==> src/rtl/dma_seq.sv <==
// Two-dimensional DMA address sequencer: walks x/y counters over a strided
// region and drives a ready-handshaked memory port, with optional read-modify-write.
module dma_seq #(
  parameter int unsigned ADDR_W = 16,
  parameter int unsigned CNT_W  = 8,
  parameter int unsigned PAGE_W = 8
) (
  input  logic              clk,
  input  logic              rst,
  input  logic              start,
  input  logic              abort,
  input  logic              rmw,
  input  logic              xskip,
  input  logic              yskip,
  input  logic [ADDR_W-1:0] base_addr,
  input  logic [ADDR_W-1:0] stride,
  input  logic [CNT_W-1:0]  x_len,
  input  logic [CNT_W-1:0]  y_len,
  input  logic              ready,
  output logic [ADDR_W-1:0] addr,
  output logic              rd_en,
  output logic              wr_en,
  output logic              page_cross,
  output logic              busy,
  output logic              done
);

  localparam int unsigned PG_HI = ADDR_W - 1;

  typedef enum logic [2:0] {
    S_IDLE, S_RD, S_WR, S_ADV, S_PAGE, S_DONE
  } state_e;

  state_e             state_q, state_d;
  logic [ADDR_W-1:0]  addr_q, addr_d;
  logic [ADDR_W-1:0]  row_base_q, row_base_d;
  logic [ADDR_W-1:0]  stride_q, stride_d;
  logic [CNT_W-1:0]   xcnt_q, xcnt_d;
  logic [CNT_W-1:0]   ycnt_q, ycnt_d;
  logic [CNT_W-1:0]   x_len_q, x_len_d;
  logic [CNT_W-1:0]   y_len_q, y_len_d;
  logic               rmw_q, rmw_d;
  logic               xskip_q, xskip_d;
  logic               yskip_q, yskip_d;
  logic               rd_en_q, rd_en_d;
  logic               wr_en_q, wr_en_d;
  logic               page_cross_q, page_cross_d;
  logic               busy_q, busy_d;
  logic               done_q, done_d;

  logic               x_more, y_more;
  logic [ADDR_W-1:0]  row_step;
  logic [ADDR_W:0]    x_sum, y_sum;

  // Address arithmetic carries an extra bit so a wrap through zero is visible.
  always_comb begin
    x_more   = xcnt_q < CNT_W'(x_len_q - CNT_W'(1));
    y_more   = ycnt_q < CNT_W'(y_len_q - CNT_W'(1));
    row_step = yskip_q ? ADDR_W'(stride_q << 1) : stride_q;
    x_sum    = {1'b0, addr_q} + (ADDR_W + 1)'(xskip_q ? 2 : 1);
    y_sum    = {1'b0, row_base_q} + {1'b0, row_step};
  end

  // State, datapath and registered outputs.
  always_ff @(posedge clk or posedge rst) begin
    if (rst) begin
      state_q      <= S_IDLE;
      addr_q       <= '0;
      row_base_q   <= '0;
      stride_q     <= '0;
      xcnt_q       <= '0;
      ycnt_q       <= '0;
      x_len_q      <= '0;
      y_len_q      <= '0;
      rmw_q        <= 1'b0;
      xskip_q      <= 1'b0;
      yskip_q      <= 1'b0;
      rd_en_q      <= 1'b0;
      wr_en_q      <= 1'b0;
      page_cross_q <= 1'b0;
      busy_q       <= 1'b0;
      done_q       <= 1'b0;
    end else begin
      state_q      <= state_d;
      addr_q       <= addr_d;
      row_base_q   <= row_base_d;
      stride_q     <= stride_d;
      xcnt_q       <= xcnt_d;
      ycnt_q       <= ycnt_d;
      x_len_q      <= x_len_d;
      y_len_q      <= y_len_d;
      rmw_q        <= rmw_d;
      xskip_q      <= xskip_d;
      yskip_q      <= yskip_d;
      rd_en_q      <= rd_en_d;
      wr_en_q      <= wr_en_d;
      page_cross_q <= page_cross_d;
      busy_q       <= busy_d;
      done_q       <= done_d;
    end
  end

  // Next state and next datapath values.
  always_comb begin
    state_d    = state_q;
    addr_d     = addr_q;
    row_base_d = row_base_q;
    stride_d   = stride_q;
    xcnt_d     = xcnt_q;
    ycnt_d     = ycnt_q;
    x_len_d    = x_len_q;
    y_len_d    = y_len_q;
    rmw_d      = rmw_q;
    xskip_d    = xskip_q;
    yskip_d    = yskip_q;

    unique case (state_q)
      S_IDLE: begin
        if (start && !abort) begin
          addr_d     = base_addr;
          row_base_d = base_addr;
          stride_d   = stride;
          xcnt_d     = '0;
          ycnt_d     = '0;
          x_len_d    = x_len;
          y_len_d    = y_len;
          rmw_d      = rmw;
          xskip_d    = xskip;
          yskip_d    = yskip;
          state_d    = (x_len == '0 || y_len == '0) ? S_DONE : S_RD;
        end
      end
      S_RD: begin
        if (abort)      state_d = S_IDLE;
        else if (ready) state_d = rmw_q ? S_WR : S_ADV;
      end
      S_WR: begin
        if (abort)      state_d = S_IDLE;
        else if (ready) state_d = S_ADV;
      end
      S_ADV: begin
        if (abort) begin
          state_d = S_IDLE;
        end else if (x_more) begin
          xcnt_d  = xcnt_q + CNT_W'(1);
          addr_d  = x_sum[ADDR_W-1:0];
          state_d = (x_sum[ADDR_W] ||
                     x_sum[PG_HI:PAGE_W] != addr_q[PG_HI:PAGE_W]) ? S_PAGE : S_RD;
        end else if (y_more) begin
          ycnt_d     = ycnt_q + CNT_W'(1);
          xcnt_d     = '0;
          row_base_d = y_sum[ADDR_W-1:0];
          addr_d     = y_sum[ADDR_W-1:0];
          state_d    = (y_sum[ADDR_W] ||
                        y_sum[PG_HI:PAGE_W] != addr_q[PG_HI:PAGE_W]) ? S_PAGE : S_RD;
        end else begin
          state_d = S_DONE;
        end
      end
      S_PAGE:  state_d = abort ? S_IDLE : S_RD;
      S_DONE:  state_d = S_IDLE;
      default: state_d = S_IDLE;
    endcase
  end

  // Outputs are registered copies of the next-state decode.
  always_comb begin
    rd_en_d      = (state_d == S_RD);
    wr_en_d      = (state_d == S_WR);
    page_cross_d = (state_d == S_PAGE);
    busy_d       = (state_d != S_IDLE);
    done_d       = (state_d == S_DONE);
  end

  assign addr       = addr_q;
  assign rd_en      = rd_en_q;
  assign wr_en      = wr_en_q;
  assign page_cross = page_cross_q;
  assign busy       = busy_q;
  assign done       = done_q;

endmodule

==> config.mk <==
export PLATFORM = sky130hd
export DESIGN_NAME = dma_seq
export DESIGN_NICKNAME = d
export VERILOG_FILES = /design/src/rtl/dma_seq.sv
export SDC_FILE = /design/constraint.sdc
export NUM_CORES = 1
export LEC_CHECK = 0
export CORE_MARGIN = 8
export CORE_UTILIZATION = 30
export DETAILED_ROUTE_END_ITERATION = 10
export PLACE_DENSITY = 0.58
export SLEW_MARGIN = 20
export SYNTH_ARGS = -nofsm -noshare
export SYNTH_HDL_FRONTEND = slang
export SYNTH_SLANG_ARGS = --single-unit
==> constraint.sdc <==
create_clock -name clk -period 3.8 [get_ports clk]
set_clock_uncertainty 0.15 [all_clocks]
set_input_delay 0.38 -clock clk [delete_from_list [all_inputs] [get_ports clk]]
set_output_delay 0.38 -clock clk [all_outputs]
set_load 0.02 [all_outputs]
==> run_results.csv, run 1 <==
group,metric,value,unit
status,run_status,"finished, final reports clean",
clock_network,clock_latency,0.36,ns
global_route,number_of_global_route_vias_before_repair,5033,
setup_path,timing.critical_path.to_type,"register",
final_layout,design_area,0.00780,mm2
global_route,overflow,0,
setup_path,critical-path-max-stage-delay,0.47,ns
synth,asyncSetResetFlopFracSynth,100,%
global_route,grt_max_degree,48,
detailed_routing,drt_wl_total,16.2,mm
detailed_routing,drt_pre_antenna_iters,4,
sta,count_of_endpoints_failing_setup_in_the_final_report,0,
power_and_ir_drop,finalPower,4.81,mW
die,chipWidth,158,um
sta,grt_setup_unrepaired,"yes",
synth,synth_cell_type_count,56,
power_and_ir_drop,internal_power,3.00,mW
synth,ys_seq_area_share,37.8,%
final_layout,design.final.nets,818,
setup_path,reg2reg_setup_slack,0.05,ns
detailed_routing,drcViolationCount,0,
global_route,grt_busiest_layer,"met2",
final_layout,post-route-util,39.1,%
clock_network,clock-sinks,91,
setup_path,cp_data_arrival_time,3.88,ns
clock_network,cts_inserted_buffers,9,
run,maxCapViolCount,0,
placed_design,count_of_buffers_from_port_buffering,76,
final_layout,post_route_cells_drive_above_1_share,18.2,%
detailed_routing,drt-initial-drc-count,257,
sta,final_report_hold_violation_count,0,
placed_design,post_dp_cell_area,0.00735,mm2
sta,slew_headroom,43.6,%
power_and_ir_drop,share_clk_of_total_power,19.4,%
global_route,grt_util_all_layers,13.6,%
placed_design,dpl_hpwl,11.9,mm
clock_network,cts-root-buf,"sky130_fd_sc_hd__clkbuf_16",
die,floorplan.io_pins,77,
global_route,grt.met3_usage,3.47,%
setup_path,reg2reg_from,"yskip_q",
power_and_ir_drop,vdd_drop_max,285,uV
sta,max_freq,267,MHz
die,die-area,0.0249,mm2
final_layout,most_frequent_cells_in_the_layout,"sky130_fd_sc_hd__dfrtp_1 (90), sky130_fd_sc_hd__clkdlybuf4s50_1 (76), sky130_fd_sc_hd__nand2_1 (63)",
sta,period_minus_slack,3.75,ns
power_and_ir_drop,pwr-share-seq,29.0,%
synth,netlist_instances,627,
final_layout,insertedDiodeCount,0,
synth,synth_enable_flop_cells,0,
global_route,grt_first_pass_wirelength,26.5,mm
clock_network,cts_hold_repair.buffers,0,
die,fp-row-count,52,
setup_path,crit_fanout,6,
hold_path,hold_class,"primary input to asynchronous set/reset pin",
final_layout,final_cells,999,
setup_path,worst-r2r-cell-count,12,
global_route,grtUsageMet1,17.8,%
synth,synth.ff_latch_count,91,
die,initial_utilization,30.1,%
sta,final_total_negative_setup_slack,0,ns
setup_path,critPathLaunch,"yskip_q",
placed_design,routabilityCongestion,0.867,
sta,final-max-slew-violation-count,0,
global_route,met2_demand_to_capacity_share_in_global_routing,21.7,%
clock_network,max-clock-path-buffers,2,
setup_path,critPathKind,"register to register",
power_and_ir_drop,power.density_cell_area,616,mW/mm2
detailed_routing,via_count,4859,
setup_path,slowest_stage,"sky130_fd_sc_hd__dfrtp_2",
final_layout,final_common_cell,"sky130_fd_sc_hd__dfrtp_1",
setup_path,crit-reg2reg-capture,"rd_en",
final_layout,area_growth,29.6,%
sta,fin_ws,0.0514,ns
sta,timing.final.crit_share,98.6,%
synth,top_ff_cell_synth,"sky130_fd_sc_hd__dfrtp_1",
clock_network,h-tree-depth,3,
synth,mappedNetlistArea,0.00602,mm2
synth,syn-mean-instance-area,9.60,um2
sta,timing.hold.ws,0.325,ns
die,die-height,158,um
sta,timing_worst_slew_pin_value,0.845,ns
die,core_box_area,0.0200,mm2
synth,ys_warn_count,0,
setup_path,crit_chain,"mux2_4, fa_2, a21o_1, a221oi_4, buf_4, o21ba_4, xnor3_1, a2111oi_4, nand4_1, or3_4, a211oi_4, nor3b_2",
power_and_ir_drop,p_leak,3.37,nW
setup_path,critPathLaunchType,"register",
power_and_ir_drop,swShare,37.6,%
clock_network,cts_tree,"built",
clock_network,clock_pin_slew_of_the_registers_on_the_worst_case_setup_and_hold_paths,0.07,ns
placed_design,post-place-cells,979,
synth,syn_nets,721,
setup_path,crit_required,3.93,ns
power_and_ir_drop,pwr-share-comb,51.6,%
global_route,grt_antenna_before_repair,0,
placed_design,detailedPlace.worstSlack,-0.117,ns
detailed_routing,route.detailed.wl_per_inst,16.2,um
detailed_routing,final_antenna_net_count,0,
detailed_routing,vias_per_cell,4.86,
power_and_ir_drop,net-switching-power,1.81,mW
[flip-flops by register name, indices dropped and copies added, names as in the netlist]
register,flops
rmw_q,1
wr_en,1
x_len_q,8
addr,16
ycnt_q,8
state_q,3
rd_en,1
done,1
busy,1
xcnt_q,8
page_cross,1
stride_q,16
xskip_q,1
row_base_q,16
y_len_q,8
yskip_q,1
[critical path: cells and delay by family, from the launching register on]
kind,cells,cell delay [ns]
multiplexers,1,0.34
adder cells (fa/ha/maj),1,0.37
XOR/XNOR,1,0.25
AND/OR/NAND/NOR,3,0.78
AO/OA/AOI/OAI,5,1.15
flip-flops,1,0.47
buffers and inverters,1,0.17
[synthesized netlist by cell type, drive strengths merged, types with 3 or more instances]
cell type | n | share of area, %
nand3 | 10 | 0.83
nor3b | 8 | 1.1
nand2 | 63 | 3.9
and3 | 9 | 0.94
xor2 | 10 | 1.5
a21boi | 5 | 0.62
nor3 | 9 | 0.75
xnor2 | 37 | 5.4
ha | 36 | 7.5
dfrtp | 91 | 38
nor4 | 8 | 0.83
inv | 14 | 0.87
mux2i | 12 | 2.0
or2 | 4 | 0.42
a31oi | 6 | 0.62
o211ai | 5 | 0.62
nor2b | 7 | 0.73
nor2 | 39 | 2.4
nand4 | 12 | 1.2
a211oi | 12 | 1.8
buf | 5 | 0.33
and2 | 10 | 1.0
nand2b | 5 | 0.52
a21o | 19 | 2.4
clkbuf | 30 | 1.9
a21oi | 34 | 2.9
xnor3 | 4 | 1.5
or3 | 3 | 0.31
mux2 | 48 | 9.0
a22o | 5 | 0.73
o21ai | 47 | 3.9
[power groups by stage]
stage	registers, mW	logic, mW	clock network (mW)
2_1_floorplan	1.38	1.53	0
3_3_place_gp	1.40	2.30	0
3_5_place_dp	1.40	2.31	0
4_1_cts	1.39	2.40	0.959
5_1_grt	1.43	2.72	0.997
6_report	1.39	2.48	0.933
[repair_timing]
action	in CTS	in global routing
setup endpoints to repair	5	7
resized for setup	7	11
pin swaps	6	7
buffers inserted	2	2
[kinds of logic (layout without fill, tap and decap cells)]
| kind of cell | after synthesis | after routing | synth area share [%] |
|---|---|---|---|
| flops | 91 | 91 | 37.8 |
| buf+inv | 49 | 151 | 3.08 |
| mux | 60 | 60 | 11.0 |
| fa+ha+maj | 38 | 38 | 8.15 |
| xor+xnor | 52 | 52 | 8.73 |
| compound gates | 146 | 146 | 15.7 |
| simple gates | 191 | 191 | 15.6 |
[worst max path at each step]
stage,slack [ns],to
final,0.05,rd_en
after global routing,-0.12,rd_en
after CTS,0.007,rd_en
after detailed placement,-0.12,rd_en
after global placement,-0.08,busy
after floorplan,0.04,rd_en
[per-layer routing]
metal  vias to the layer above  part of all wire [%]
li1                       2434                     -
met1                      2324                    48
met2                        85                    45
met3                        16                   5.5
met4                         0                   1.3
met5                         -                     0
[final cells by class]
cell class                 instances  area, um2
tap                              270        338
sequential                        91       2280
timing repair buffer             121       1140
multi-input combinational        487       3680
clock buffer                      10        229
fill                            1994      12200
clock inverter                     6       73.8
inverter                          14       53.8
(Power assumes the default switching activity.)
==> inputs of run 2 (changes only) <==
PLACE_DENSITY = 0.57   (was 0.58)
clock period = 4.8 ns   (was 3.8 ns; I/O delays follow)
==> run_results.csv, run 2 (synthesis gave the netlist of run 1 again) <==
group,metric,value,unit
clock_network,clock_latency,0.36,ns
clock_network,clock-sinks,91,
sta,grt_setup_unrepaired,"no",
detailed_routing,drt-initial-drc-count,245,
clock_network,cts_inserted_buffers,9,
global_route,grt_first_pass_wirelength,25.8,mm
placed_design,detailedPlace.worstSlack,0.619,ns
die,floorplan.io_pins,77,
detailed_routing,final_antenna_net_count,0,
placed_design,dpl_hpwl,11.7,mm
final_layout,most_frequent_cells_in_the_layout,"sky130_fd_sc_hd__dfrtp_1 (91), sky130_fd_sc_hd__clkdlybuf4s50_1 (76), sky130_fd_sc_hd__nand2_1 (63)",
hold_path,hold_class,"register to register",
global_route,grt_max_degree,63,
sta,timing_worst_slew_pin_value,0.873,ns
global_route,grt_util_all_layers,13.3,%
setup_path,timing.critical_path.to_type,"register",
clock_network,cts_tree,"built",
clock_network,clock_pin_slew_of_the_registers_on_the_worst_case_setup_and_hold_paths,0.07,ns
detailed_routing,route.detailed.wl_per_inst,16.3,um
sta,final_report_hold_violation_count,0,
final_layout,multi_input_area,0.00357,mm2
run,maxCapViolCount,0,
global_route,overflow,0,
detailed_routing,via_count,4723,
setup_path,critPathLaunchType,"register",
sta,count_of_endpoints_failing_setup_in_the_final_report,0,
detailed_routing,drcViolationCount,0,
final_layout,n_fill_cell,2041,
final_layout,area_growth,23.0,%
clock_network,cts_hold_repair.buffers,0,
detailed_routing,drt_wl_total,15.7,mm
placed_design,routabilityCongestion,0.837,
final_layout,layout.area.seq,0.00228,mm2
clock_network,max-clock-path-buffers,2,
die,chipWidth,158,um
clock_network,cts-resized-gates,0,
sta,slew_headroom,41.8,%
sta,final-max-slew-violation-count,0,
sta,final_total_negative_setup_slack,0,ns
sta,fin_ws,0.631,ns
power_and_ir_drop,vdd_drop_max,229,uV
clock_network,postCtsSetupRepairBufs,0,
final_layout,post_route_cells_drive_above_1_share,12.3,%
power_and_ir_drop,finalPower,3.48,mW
power_and_ir_drop,p_leak,3.17,nW
final_layout,design.final.nets,782,
setup_path,crit_required,4.93,ns
die,core_box_area,0.0200,mm2
die,initial_utilization,30.1,%
placed_design,count_of_buffers_from_port_buffering,76,
die,die-height,158,um
clock_network,h-tree-depth,3,
power_and_ir_drop,power.density_cell_area,470,mW/mm2
final_layout,final_common_cell,"sky130_fd_sc_hd__dfrtp_1",
sta,max_freq,240,MHz
die,fp-row-count,52,
setup_path,critPathKind,"register to register",
clock_network,cts-root-buf,"sky130_fd_sc_hd__clkbuf_16",
global_route,number_of_global_route_vias_before_repair,4808,
global_route,grt_antenna_before_repair,0,
setup_path,crit_fanout,12,
status,run_status,"finished, final reports clean",
sta,timing.final.crit_share,86.9,%
sta,period_minus_slack,4.17,ns
setup_path,cp_data_arrival_time,4.30,ns
final_layout,insertedDiodeCount,0,
die,die-area,0.0249,mm2
detailed_routing,vias_per_cell,4.90,
detailed_routing,drt_pre_antenna_iters,4,
run 2: changes by cell type in the layout (fill, tap and decap cells not counted), moves of 2 or more:
cell / previous run / this run
sky130_fd_sc_hd__buf_4: 40 / 7
sky130_fd_sc_hd__ha_1: 33 / 36
sky130_fd_sc_hd__ha_4: 3 / 0
sky130_fd_sc_hd__buf_6: 2 / 0
run 2: worst max-delay path, stage by stage (launching register included):
cell,delay [ns]
sky130_fd_sc_hd__dfrtp_1,0.64
sky130_fd_sc_hd__mux2_2,0.42
sky130_fd_sc_hd__fa_1,0.42
sky130_fd_sc_hd__a21o_1,0.22
sky130_fd_sc_hd__a221oi_2,0.38
sky130_fd_sc_hd__o21ba_2,0.21
sky130_fd_sc_hd__xnor3_1,0.23
sky130_fd_sc_hd__a2111oi_2,0.33
sky130_fd_sc_hd__nand4_1,0.20
sky130_fd_sc_hd__or3_1,0.40
sky130_fd_sc_hd__a211oi_4,0.29
sky130_fd_sc_hd__nor3b_2,0.20
run 2: stage by stage:
stage / instances / hold WS (ns) / area [um2] / util, %
2_1_floorplan: 627 / 0.299 / 6020 / -
3_3_place_gp: 947 / 0.321 / 7100 / 35.5
3_5_place_dp: 947 / 0.327 / 7100 / 35.5
4_1_cts: 963 / 0.344 / 7400 / 37.1
5_1_grt: 963 / 0.370 / 7400 / 37.1
6_report: 963 / 0.338 / 7400 / 37.1
run 2: area by class of cell:
cell class              count  share of cell area, %
clock inverters             5                  0.845
flip-flops and latches     91                   30.8
repair buffers             85                   11.5
well taps                 270                   4.56
multi-input cells         487                   48.3
inverters                  14                  0.744
clock buffers              11                   3.28
run 2: metal layers:
metal | wire [um] | global-route usage, %
met5 | 0 | 0
met4 | 174 | 3.58
met3 | 903 | 3.55
met2 | 6970 | 20.6
met1 | 7690 | 18.0
run 2: final timing paths:
check	start	endpoint	slack [ns]	depth (start not counted)
max in group asynchronous	rst	addr[9]	3.13	3
max	yskip_q	rd_en	0.63	11
min in group asynchronous	rst	y_len_q[5]	0.47	2
max reg2reg	yskip_q	rd_en	0.63	11
min reg2reg	row_base_q[7]	row_base_q[7]	0.34	2
min	row_base_q[7]	row_base_q[7]	0.34	2
run 2: power by group:
group	internal (mW)	leakage (nW)	switching [mW]
Sequential	0.922	1.13	0.179
Clock	0.420	0.142	0.314
Combinational	0.816	1.90	0.830
Total	2.16	3.17	1.32
==> inputs of run 3 (changes only) <==
ABC_CLOCK_PERIOD_IN_PS = 4800   (was unset)
==> results of run 3 <==
No change in the layout: final DEF, timing and power equal those of run 2.
